## src/rtl/result_frame_tx_pkg.sv

```systemverilog
// rtl/result_frame_tx_pkg.sv - shared state encoding, frame constants and helpers for result_frame_tx
package result_frame_tx_pkg;

    // Frame sequencer states. The handshake sub-module reuses ISSUE/WAIT_HI/WAIT_LO
    // for its own per-byte phase so both views share one encoding.
    typedef enum logic [2:0] {
        IDLE    = 3'd0,
        LOAD    = 3'd1,
        ISSUE   = 3'd2,
        WAIT_HI = 3'd3,
        WAIT_LO = 3'd4,
        ADVANCE = 3'd5,
        FIN     = 3'd6
    } state_t;

    // Which part of the frame the current byte belongs to.
    typedef enum logic [1:0] {
        FIELD_HEADER = 2'd0,
        FIELD_SIZE   = 2'd1,
        FIELD_ELEM   = 2'd2,
        FIELD_CHK    = 2'd3
    } field_t;

    localparam logic [7:0] HEADER_DEFAULT = 8'hA5;

    // Sizes above the synthesized maximum are sent as the maximum.
    function automatic logic [3:0] clamp_size(input logic [3:0] n, input logic [3:0] max_n);
        return (n > max_n) ? max_n : n;
    endfunction

endpackage

```

## src/rtl/result_frame_tx_byte_handshake.sv

```systemverilog
// rtl/result_frame_tx_byte_handshake.sv - one-byte start/busy handshake towards uart_tx
// Ports:
//   bclk, rst          clock, synchronous active-high reset
//   go                 level, high while the parent wants byte_in sent
//   byte_in            byte to send
//   tx_busy            from uart_tx
//   tx_data, tx_start  to uart_tx
//   byte_done          one-cycle pulse once uart_tx has finished the byte
module tx_byte_handshake
    import result_frame_tx_pkg::*;
(
    input  logic       bclk,
    input  logic       rst,
    input  logic       go,
    input  logic [7:0] byte_in,
    input  logic       tx_busy,
    output logic [7:0] tx_data,
    output logic       tx_start,
    output logic       byte_done
);

    state_t     phase;
    state_t     phase_next;
    logic [7:0] data_q;

    // Dropping go (parent left its ISSUE state, or reset) re-arms the phase.
    always_ff @(posedge bclk) begin
        if (rst || !go) begin
            phase <= ISSUE;
        end else begin
            phase <= phase_next;
        end
    end

    always_ff @(posedge bclk) begin
        if (rst) begin
            data_q <= 8'h00;
        end else if (tx_start) begin
            data_q <= byte_in;
        end
    end

    always_comb begin
        phase_next = phase;
        tx_start   = 1'b0;
        byte_done  = 1'b0;
        if (go) begin
            case (phase)
                ISSUE: begin
                    if (!tx_busy) begin
                        tx_start   = 1'b1;
                        phase_next = WAIT_HI;
                    end
                end
                WAIT_HI: begin
                    if (tx_busy) begin
                        phase_next = WAIT_LO;
                    end
                end
                WAIT_LO: begin
                    if (!tx_busy) begin
                        byte_done  = 1'b1;
                        phase_next = ISSUE;
                    end
                end
                default: phase_next = ISSUE;
            endcase
        end
    end

    // The byte must already be on tx_data in the tx_start cycle, so the
    // pending byte is forwarded while issuing and held afterwards.
    assign tx_data = (go && phase == ISSUE) ? byte_in : data_q;

endmodule

```

## src/rtl/result_frame_tx.sv

```systemverilog
// rtl/result_frame_tx.sv - serializes a captured result matrix as a checksummed byte frame into uart_tx
// Ports:
//   bclk, rst      clock, synchronous active-high reset
//   start          one-cycle frame request, accepted only when idle
//   matrix_size    dimension N sampled with start (clamped to MAX_SIZE)
//   result         flat matrix, element (r,c) at [(r*MAX_SIZE+c)*ELEM_WIDTH +: ELEM_WIDTH]
//   tx_busy        from uart_tx
//   tx_data        byte to uart_tx
//   tx_start       one-cycle transmit request to uart_tx
//   busy           frame in progress
//   done           one-cycle pulse after the checksum byte completes
// Frame: HEADER, N, N*N elements row-major LSB byte first, CHK = (N + element bytes) mod 256.
module result_frame_tx
    import result_frame_tx_pkg::*;
#(
    parameter int         MAX_SIZE   = 3,
    parameter int         ELEM_WIDTH = 16,
    parameter logic [7:0] HEADER     = HEADER_DEFAULT
) (
    input  logic                                  bclk,
    input  logic                                  rst,
    input  logic                                  start,
    input  logic [3:0]                            matrix_size,
    input  logic [MAX_SIZE*MAX_SIZE*ELEM_WIDTH-1:0] result,
    input  logic                                  tx_busy,
    output logic [7:0]                            tx_data,
    output logic                                  tx_start,
    output logic                                  busy,
    output logic                                  done
);

    localparam int RES_W = MAX_SIZE * MAX_SIZE * ELEM_WIDTH;
    localparam int BYTES = ELEM_WIDTH / 8;
    localparam int BC_W  = (BYTES > 1) ? $clog2(BYTES) : 1;

    state_t            state;
    state_t            state_next;
    field_t            field;
    logic [RES_W-1:0]  result_q;
    logic [3:0]        ne_q;
    logic [BC_W-1:0]   byte_cnt;
    logic [3:0]        col;
    logic [3:0]        row;
    logic [7:0]        chk;
    logic [7:0]        cur_byte;
    logic              byte_done;
    int                byte_idx;

    tx_byte_handshake u_handshake (
        .bclk      (bclk),
        .rst       (rst),
        .go        (state == ISSUE),
        .byte_in   (cur_byte),
        .tx_busy   (tx_busy),
        .tx_data   (tx_data),
        .tx_start  (tx_start),
        .byte_done (byte_done)
    );

    always_ff @(posedge bclk) begin
        if (rst) begin
            state <= IDLE;
        end else begin
            state <= state_next;
        end
    end

    // ISSUE covers the whole per-byte handshake; the sub-module walks the
    // WAIT_HI/WAIT_LO phases and reports completion through byte_done.
    always_comb begin
        state_next = state;
        case (state)
            IDLE:    if (start) state_next = LOAD;
            LOAD:    state_next = ISSUE;
            ISSUE:   if (byte_done) state_next = ADVANCE;
            ADVANCE: state_next = (field == FIELD_CHK) ? FIN : ISSUE;
            FIN:     state_next = IDLE;
            default: state_next = IDLE;
        endcase
    end

    assign busy = (state != IDLE) && (state != FIN);
    assign done = (state == FIN);

    // Byte selected by the field and counters; shift-based select keeps the
    // index arithmetic free of part-select width constraints.
    always_comb begin
        cur_byte = 8'h00;
        byte_idx = 0;
        case (field)
            FIELD_HEADER: cur_byte = HEADER;
            FIELD_SIZE:   cur_byte = {4'h0, ne_q};
            FIELD_ELEM: begin
                byte_idx = (int'(row) * MAX_SIZE + int'(col)) * BYTES + int'(byte_cnt);
                cur_byte = 8'(result_q >> (byte_idx * 8));
            end
            FIELD_CHK:    cur_byte = chk;
            default:      cur_byte = 8'h00;
        endcase
    end

    always_ff @(posedge bclk) begin
        if (rst) begin
            result_q <= '0;
            ne_q     <= 4'd0;
            field    <= FIELD_HEADER;
            byte_cnt <= '0;
            col      <= 4'd0;
            row      <= 4'd0;
            chk      <= 8'h00;
        end else begin
            // Operands are taken on the accepting edge so later changes on
            // result cannot leak into the frame.
            if (state == IDLE && start) begin
                result_q <= result;
                ne_q     <= clamp_size(matrix_size, 4'(MAX_SIZE));
            end
            if (state == LOAD) begin
                field    <= FIELD_HEADER;
                byte_cnt <= '0;
                col      <= 4'd0;
                row      <= 4'd0;
                chk      <= 8'h00;
            end
            if (state == ADVANCE) begin
                case (field)
                    FIELD_HEADER: field <= FIELD_SIZE;
                    FIELD_SIZE: begin
                        chk   <= chk + {4'h0, ne_q};
                        field <= (ne_q == 4'd0) ? FIELD_CHK : FIELD_ELEM;
                    end
                    FIELD_ELEM: begin
                        chk <= chk + cur_byte;
                        if (byte_cnt == BC_W'(BYTES - 1)) begin
                            byte_cnt <= '0;
                            if (col == ne_q - 4'd1) begin
                                col <= 4'd0;
                                row <= row + 4'd1;
                                // Element section ends as row reaches Ne.
                                if (row == ne_q - 4'd1) begin
                                    field <= FIELD_CHK;
                                end
                            end else begin
                                col <= col + 4'd1;
                            end
                        end else begin
                            byte_cnt <= byte_cnt + 1'b1;
                        end
                    end
                    default: field <= FIELD_CHK;
                endcase
            end
        end
    end

endmodule

```

## config.mk

```make
export PLATFORM = sky130hd
export DESIGN_NAME = result_frame_tx
export DESIGN_NICKNAME = d
export VERILOG_FILES = /design/src/rtl/result_frame_tx_pkg.sv /design/src/rtl/result_frame_tx_byte_handshake.sv /design/src/rtl/result_frame_tx.sv
export SDC_FILE = /design/constraint.sdc
export NUM_CORES = 1
export LEC_CHECK = 0
export ABC_AREA = 1
export BUFFER_PORTS_ARGS = -buffer_cell sky130_fd_sc_hd__buf_2
export CORE_UTILIZATION = 40
export CTS_CLUSTER_SIZE = 8
export DETAILED_ROUTE_END_ITERATION = 10
export GPL_ROUTABILITY_DRIVEN = 0
export PLACE_DENSITY = 0.65
export SYNTH_ARGS = -nofsm -noshare
export SYNTH_HDL_FRONTEND = slang
export SYNTH_HIERARCHICAL = 1
export SYNTH_SLANG_ARGS = --single-unit
```

## constraint.sdc

```tcl
create_clock -name bclk -period 10.8 [get_ports bclk]
set_input_delay 0 -clock bclk [delete_from_list [all_inputs] [get_ports bclk]]
set_output_delay 0 -clock bclk [all_outputs]
set_load 0.1 [all_outputs]
```

* Word level (Yosys, flattened, before mapping) *
Cells that the tools add are included.

word-level totals
  register bits = 181
  bits in latches = 0
  memory bits (writable) = 0
  ROM bits = 0
  bits of input ports = 152
  output and inout port bits = 11
  logic and storage cells = 90
  memories = 0

cells by class
  $add $sub $neg = 8
  multipliers = 1
  div/mod/pow operators = 0
  magnitude comparators = 1
  equal/unequal tests = 18
  shift operators = 1
  multiplexer cells = 40
  bitwise operators = 0
  reductions and logical operators = 11

operators with widths
  operator             count
  $shr 144x12->8       1
  $mux 4               11
  $pmux 8 s4           1
  $mux 8               3
  $mux 3               6
  $pmux 8 s2           1
  $pmux 3 s4           1
  $mux 1               10
  $mux 2               5
  $ne 2x2->1 const B   5
  $add 8x1->9          1
  $eq 3x2->1 const B   3
  $eq 3x3->1 const B   3
  $pmux 3 s3           1
  $add 4x1->4 const B  2
  $add 8x4->8          1
  $add 8x8->8          1
  $eq 4x4->1           2
  $add 6x4->7          1
  $mul 4x2->6 const B  1
  $pmux 2 s3           1
  $eq 2x2->1 const B   2
  $gt 4x2->1 const B   1
  $logic_not 4->1      1
  other kinds (13)     15

* Logic depth before layout (Yosys ltp) *
  depth in word-level cells = 8
  depth in mapped cells = 26
  gate-level depth less buffers = 25

* By module *
Netlist, hierarchy kept.

modules (own cells, without submodules)
  module             instances  cells each  area an instance (um2)  seq. area each (um2)
  result_frame_tx    1          1200        8587.0                  3403.3
  tx_byte_handshake  1          89          636.9                   220.2

* Least setup slack after synthesis *
No wires, ideal clock.

  path type = reg-to-output
  start = register state[2]
  end = output port busy
  data arrival time = 3829 ps
  data required time = 10800 ps
  slack = 6971 ps
  stages on the path, launching flop included = 4
  buffers on the path = 0
  path through = dfxtp_1 inv_1 nor3_1 a21oi_1

on the way
  cells in the longest elaborated chain, start to end = 2
  elaborated cells on any way between the ends = 3
  those cells by class = eq/ne (1); reduce/logical (2)

ends and longest elaborated chain
  item                                                    RTL line               source
  start, declared                                         result_frame_tx.sv:36  state_t state;
  start signal, assigned                                  result_frame_tx.sv:64  state <= state_next;
  $ne 3x3->1 / $reduce_bool 3->1 (equally long branches)  result_frame_tx.sv:82  assign busy = (state != IDLE) && (state != FIN);
  $logic_and 1x1->1 *                                     result_frame_tx.sv:82
  end, declared                                           result_frame_tx.sv:28  output logic busy,

Mark *: on every way between the ends. The rest lies on a longest branch, timed or not.

* Worst setup path in the final report *
  start = register col[1]
  end = register chk[5]

on the way
  cells in the longest elaborated chain, start to end = 7

ends and longest elaborated chain
  item                    RTL line                source
  start, declared         result_frame_tx.sv:42   logic [3:0] col;
  start signal, assigned  result_frame_tx.sv:144  col <= col + 4'd1;
  $add 6x4->7             result_frame_tx.sv:94   byte_idx = (int'(row) * MAX_SIZE + int'(col)) * BYTES + int'(byte_cnt);
  $add 8x1->9             result_frame_tx.sv:94
  $shr 144x12->8          result_frame_tx.sv:95   cur_byte = 8'(result_q >> (byte_idx * 8));
  $pmux 8 s4              result_frame_tx.sv:90   case (field)
  named net cur_byte[1]   result_frame_tx.sv:45   logic [7:0] cur_byte;
  $add 8x8->8             result_frame_tx.sv:133  chk <= chk + cur_byte;
  $pmux 8 s2              result_frame_tx.sv:126  case (field)
  $mux 8                  result_frame_tx.sv:125  if (state == ADVANCE) begin
  end signal, assigned    result_frame_tx.sv:129  chk <= chk + {4'h0, ne_q};
  end signal, assigned    result_frame_tx.sv:133
  end, declared           result_frame_tx.sv:44   logic [7:0] chk;

The timed path passes the listed nets, and every way through them passes these cells.
A chain may end at the register's enable or synchronous reset.

==> metrics.md <==
| Metric | Value |
|---|---|
| Latest clock arrival within the worst-skew pair | about 430 ps |
| Final period util | 38.6% |
| Vias | between 9000 and 10000 |
| Synth unique cells | between 40 and 50 |
| WL/cell | approximately 15 um |
| Hold path endpoint | u_handshake/phase[2] |
| Power Total | around 1900 uW |
| P_int | between 1000 and 1500 uW |
| DP Worst Slack | 6650 ps |
| Pin count of the biggest net entering global routing | about 240 |
| Worst-Margin Slew | between 900 and 1000 ps |
| Finish-stage setup viols | 0 |
| Crit. End Element | flip-flop |
| Max-Cap Viols | 0 |
| Initial antenna violation count | 0 |
| Syn. warnings | 6 |
| Worst Hold Class | input port to flip-flop |
| I/O Buffers | between 150 and 200 |
| Placed Cells | ~1700 |
| Final wirelength | between 20 and 30 mm |
| Area Growth Syn to Fin | 31.0% |
| WP data arrival | roughly 4500 ps |
| Post-Syn Instances | 1289 |
| Fmax | roughly 240 MHz |
| Hold_sp | tx_busy |
| Remaining antenna violation count | 0 |
| R2R depth | 23 |
| Hold path depth | 5 |
| Final Hold Vio Count | 0 |
| Crit path kind | flip-flop to flip-flop |
| Core area | between 0.02 and 0.025 sq mm |
| XOR/XNOR share of the synthesized area | less than 1% |
| CTS tree | built |
| Worst r2r dst | chk[5] |
| Compound-Gate Fraction of Synth Area | between 20% and 30% |
| Vias per std cell | 5.06 |
| All-layer global routing usage | around 23% |
| Seq pwr share | around 43% |
| H-tree depth | 4 |
| TritonCTS buffer count | 17 |
| EDFF count, synth | 0 |
| Min Tclk post-route | about 4200 ps |
| Slew Limit Fails | 0 |
| Initial DRT Pass Iterations | 5 |
| Synthesized flop and latch total | around 180 |
| Clk sink count | 181 |
| Clock transition at path regs | ~60 ps |
| I/O Pins | 163 |
| Root Buffer Master | clkbuf_16 |
| Setup repair after global routing missed its margin | false |
| Die area | approximately 0.024 sq mm |
| Run status | complete, no violations |
| Synth Area in Adders | around 3.9% |
| CTS Buffer Depth | 2 |
| Dpl hpwl | around 17 mm |
| Clk network pwr share | 32.4% |
| Synthesized area | 0.00922 sq mm |
| LEAKAGE | 0.00520 uW |
| Net Sw Power | approximately 620 uW |
| Max VDD drop | approximately 0.092 mV |
| Rows | 55 |
| Dominant synthesized flop cell | dfxtp_1 |
| Initial DRC count | around 770 |
| Non-filler instance count after layout | between 1500 and 2000 |
| Slew headroom | between 30% and 40% |
| First-pass GRT wire length | 43.6 mm |
| Combinational share of power | approximately a quarter |
| N_diodes | 0 |
| Die Ht | between 150 and 200 um |
| Crit path max fanout | 10 |
| Vias in the first global route | between 8000 and 9000 |
| GRT overflow | 0 |
| Simple-gate share of the synthesized area | 15.0% |
| Sw Ratio | about 33% |
| Worst r2r src | col[1] |
| Fillers | about 2200 |
| Synth async-reset ratio | 0% |
| Setup TNS | 0 ps |
| Die Wd | roughly 150 um |
| Initial Util | between 40% and 50% |
| Layout cells sized above 1 | between 10% and 20% |
| Fin nets | approximately 1700 |
| Worst Path Required | 11120 ps |
| Post_cts resized | 0 |
| Synth Net Count | around 1500 |
| Sequential area share after synthesis | around two fifths |
| Worst R2R Setup Slack | 6630 ps |
| Worst hold slack | about 53 ps |
| CP startpoint kind | flip-flop |
| Post-route setup slack | 6630 ps |
| Avg Inst Size Synth | 7.16 sq um |
| Combinational family with the most area after synthesis | compound AO/OA/AOI/OAI gates |
| Clock Skews | between 10 and 15 ps |
| Power density cells | between 150 and 200 mW/mm^2 |
| Post-synthesis mux area share | 0% |
| Number of remaining DRC errors | 0 |
[critical path, stage by stage, from the launching register on]
cell and delay (ps):
dfxtp_1 380, fa_1 560, ha_1 160, inv_1 60
fa_1 510, inv_2 110, nor3_4 280, o211ai_1 140
a21oi_1 170, nand2_1 90, a21oi_2 170, nand2_1 70
o21ai_1 150, ha_1 270, nand3_1 80, nand2_1 90
nand2_1 70, inv_1 50, o21ai_0 140, nand2_1 90
o21ai_0 170, a21oi_1 60, o21ai_0 150, inv_1 50
[worst max-delay path by stage]
stage | start | end | slack [ps] | depth (start not counted)
2_1_floorplan | state[2] | busy | 6970 | 3
6_report | col[1] | chk[5] | 6630 | 23
5_1_grt | row[0] | chk[5] | 6290 | 23
3_3_place_gp | col[1] | chk[5] | 6760 | 23
4_1_cts | col[1] | chk[5] | 6620 | 23
3_5_place_dp | col[1] | chk[5] | 6650 | 23
[power by group through the flow]
stage | clock [uW] | sequential [uW] | combinational (uW)
2_1_floorplan | 0 | 809 | 307
3_3_place_gp | 0 | 817 | 402
6_report | 603 | 806 | 453
5_1_grt | 640 | 816 | 503
3_5_place_dp | 0 | 820 | 405
4_1_cts | 612 | 805 | 448
[per-stage QoR]
stage / area (sq um) / util (%)
global placement: 10000 / 44.3
floorplan: 9220 / -
detailed placement: 10000 / 44.3
finish: 12100 / 53.4
CTS: 12100 / 53.4
global route: 12100 / 53.4
[state kept, by name, indices dropped and copies added (netlist names)]
name	flops
row	4
byte_cnt	1
chk	8
col	4
state	3
result_q	144
ne_q	4
field	2
u_handshake/data_q	8
u_handshake/phase	3
[Yosys cell counts (2+ instances only)]
cell / n / area (sq um)
nand4_1: 3 / 18.8
ha_1: 21 / 263
a211oi_1: 4 / 30.0
buf_2: 17 / 85.1
xor2_1: 3 / 26.3
buf_6: 8 / 90.1
xnor2_1: 3 / 26.3
clkbuf_1: 47 / 176
inv_2: 12 / 45.0
inv_1: 189 / 709
dfxtp_1: 181 / 3620
nand3_4: 2 / 35.0
inv_4: 2 / 12.5
nand2_4: 3 / 33.8
nor2_2: 2 / 12.5
a221oi_1: 2 / 17.5
nand3_2: 2 / 20.0
buf_1: 2 / 7.51
nor3_1: 2 / 10.0
nor2_8: 2 / 40.0
o21ai_0: 199 / 996
nand3_1: 61 / 305
or2_0: 2 / 12.5
nor2_1: 35 / 131
o211ai_1: 11 / 82.6
nand2_1: 152 / 571
nor2_4: 4 / 45.0
fa_1: 5 / 100
a21oi_2: 7 / 61.3
nand2_2: 5 / 31.3
nor4_1: 2 / 12.5
buf_4: 6 / 45.0
o21ai_1: 36 / 180
nand3b_4: 2 / 40.0
a21oi_1: 243 / 1220
[per-layer routing]
metal  part of all wire (%)  global-route usage, %  vias to the layer above
met1                     47                   30.8                     4243
met3                    4.5                   3.49                       48
met4                    2.7                   8.90                        0
met2                     46                   37.8                      255
li1                       -                      -                     4765
met5                      0                      0                        -
[cells by family (layout without fill, tap and decap cells)]
family | Yosys count | after routing
buf+inv | 285 | 552
simple gates | 285 | 285
compound gates | 506 | 506
flops | 181 | 181
fa+ha+maj | 26 | 26
xor+xnor | 6 | 6
[area by class of cell]
class / instances / area, sq um / share of cell area [%]
multi-input combinational: 823 / 4420 / 36.6
sequential: 181 / 3620 / 30.0
timing repair buffer: 316 / 2350 / 19.5
inverter: 204 / 772 / 6.39
clock buffer: 20 / 437 / 3.61
tap: 285 / 357 / 2.95
clock inverter: 12 / 120 / 0.994
[timing repair]
item / CTS / global route
hold endpoints to repair: 148 / 0
setup buffers: 0 / 0
hold buffers: 150 / 0
[cells in the final DEF (no fill, tap or decap), types with 3 or more instances in the layout]
cell,count
fa_1,5
clkbuf_1,3
inv_1,189
buf_4,3
nand3_1,60
ha_1,21
nor2_1,35
nand2_4,3
clkbuf_16,17
a21oi_1,243
nand2_2,5
nand2_1,152
buf_2,162
xor2_1,3
dfxtp_1,180
inv_8,3
a21oi_2,7
a211oi_1,4
o21ai_0,199
clkinv_2,4
xnor2_1,3
inv_2,12
inv_6,3
o211ai_1,11
nand4_1,3
nand3_4,3
dlygate4sd3_1,150
o21ai_1,36
nor2_4,4
No activity file was read; power rests on OpenSTA's default activity.
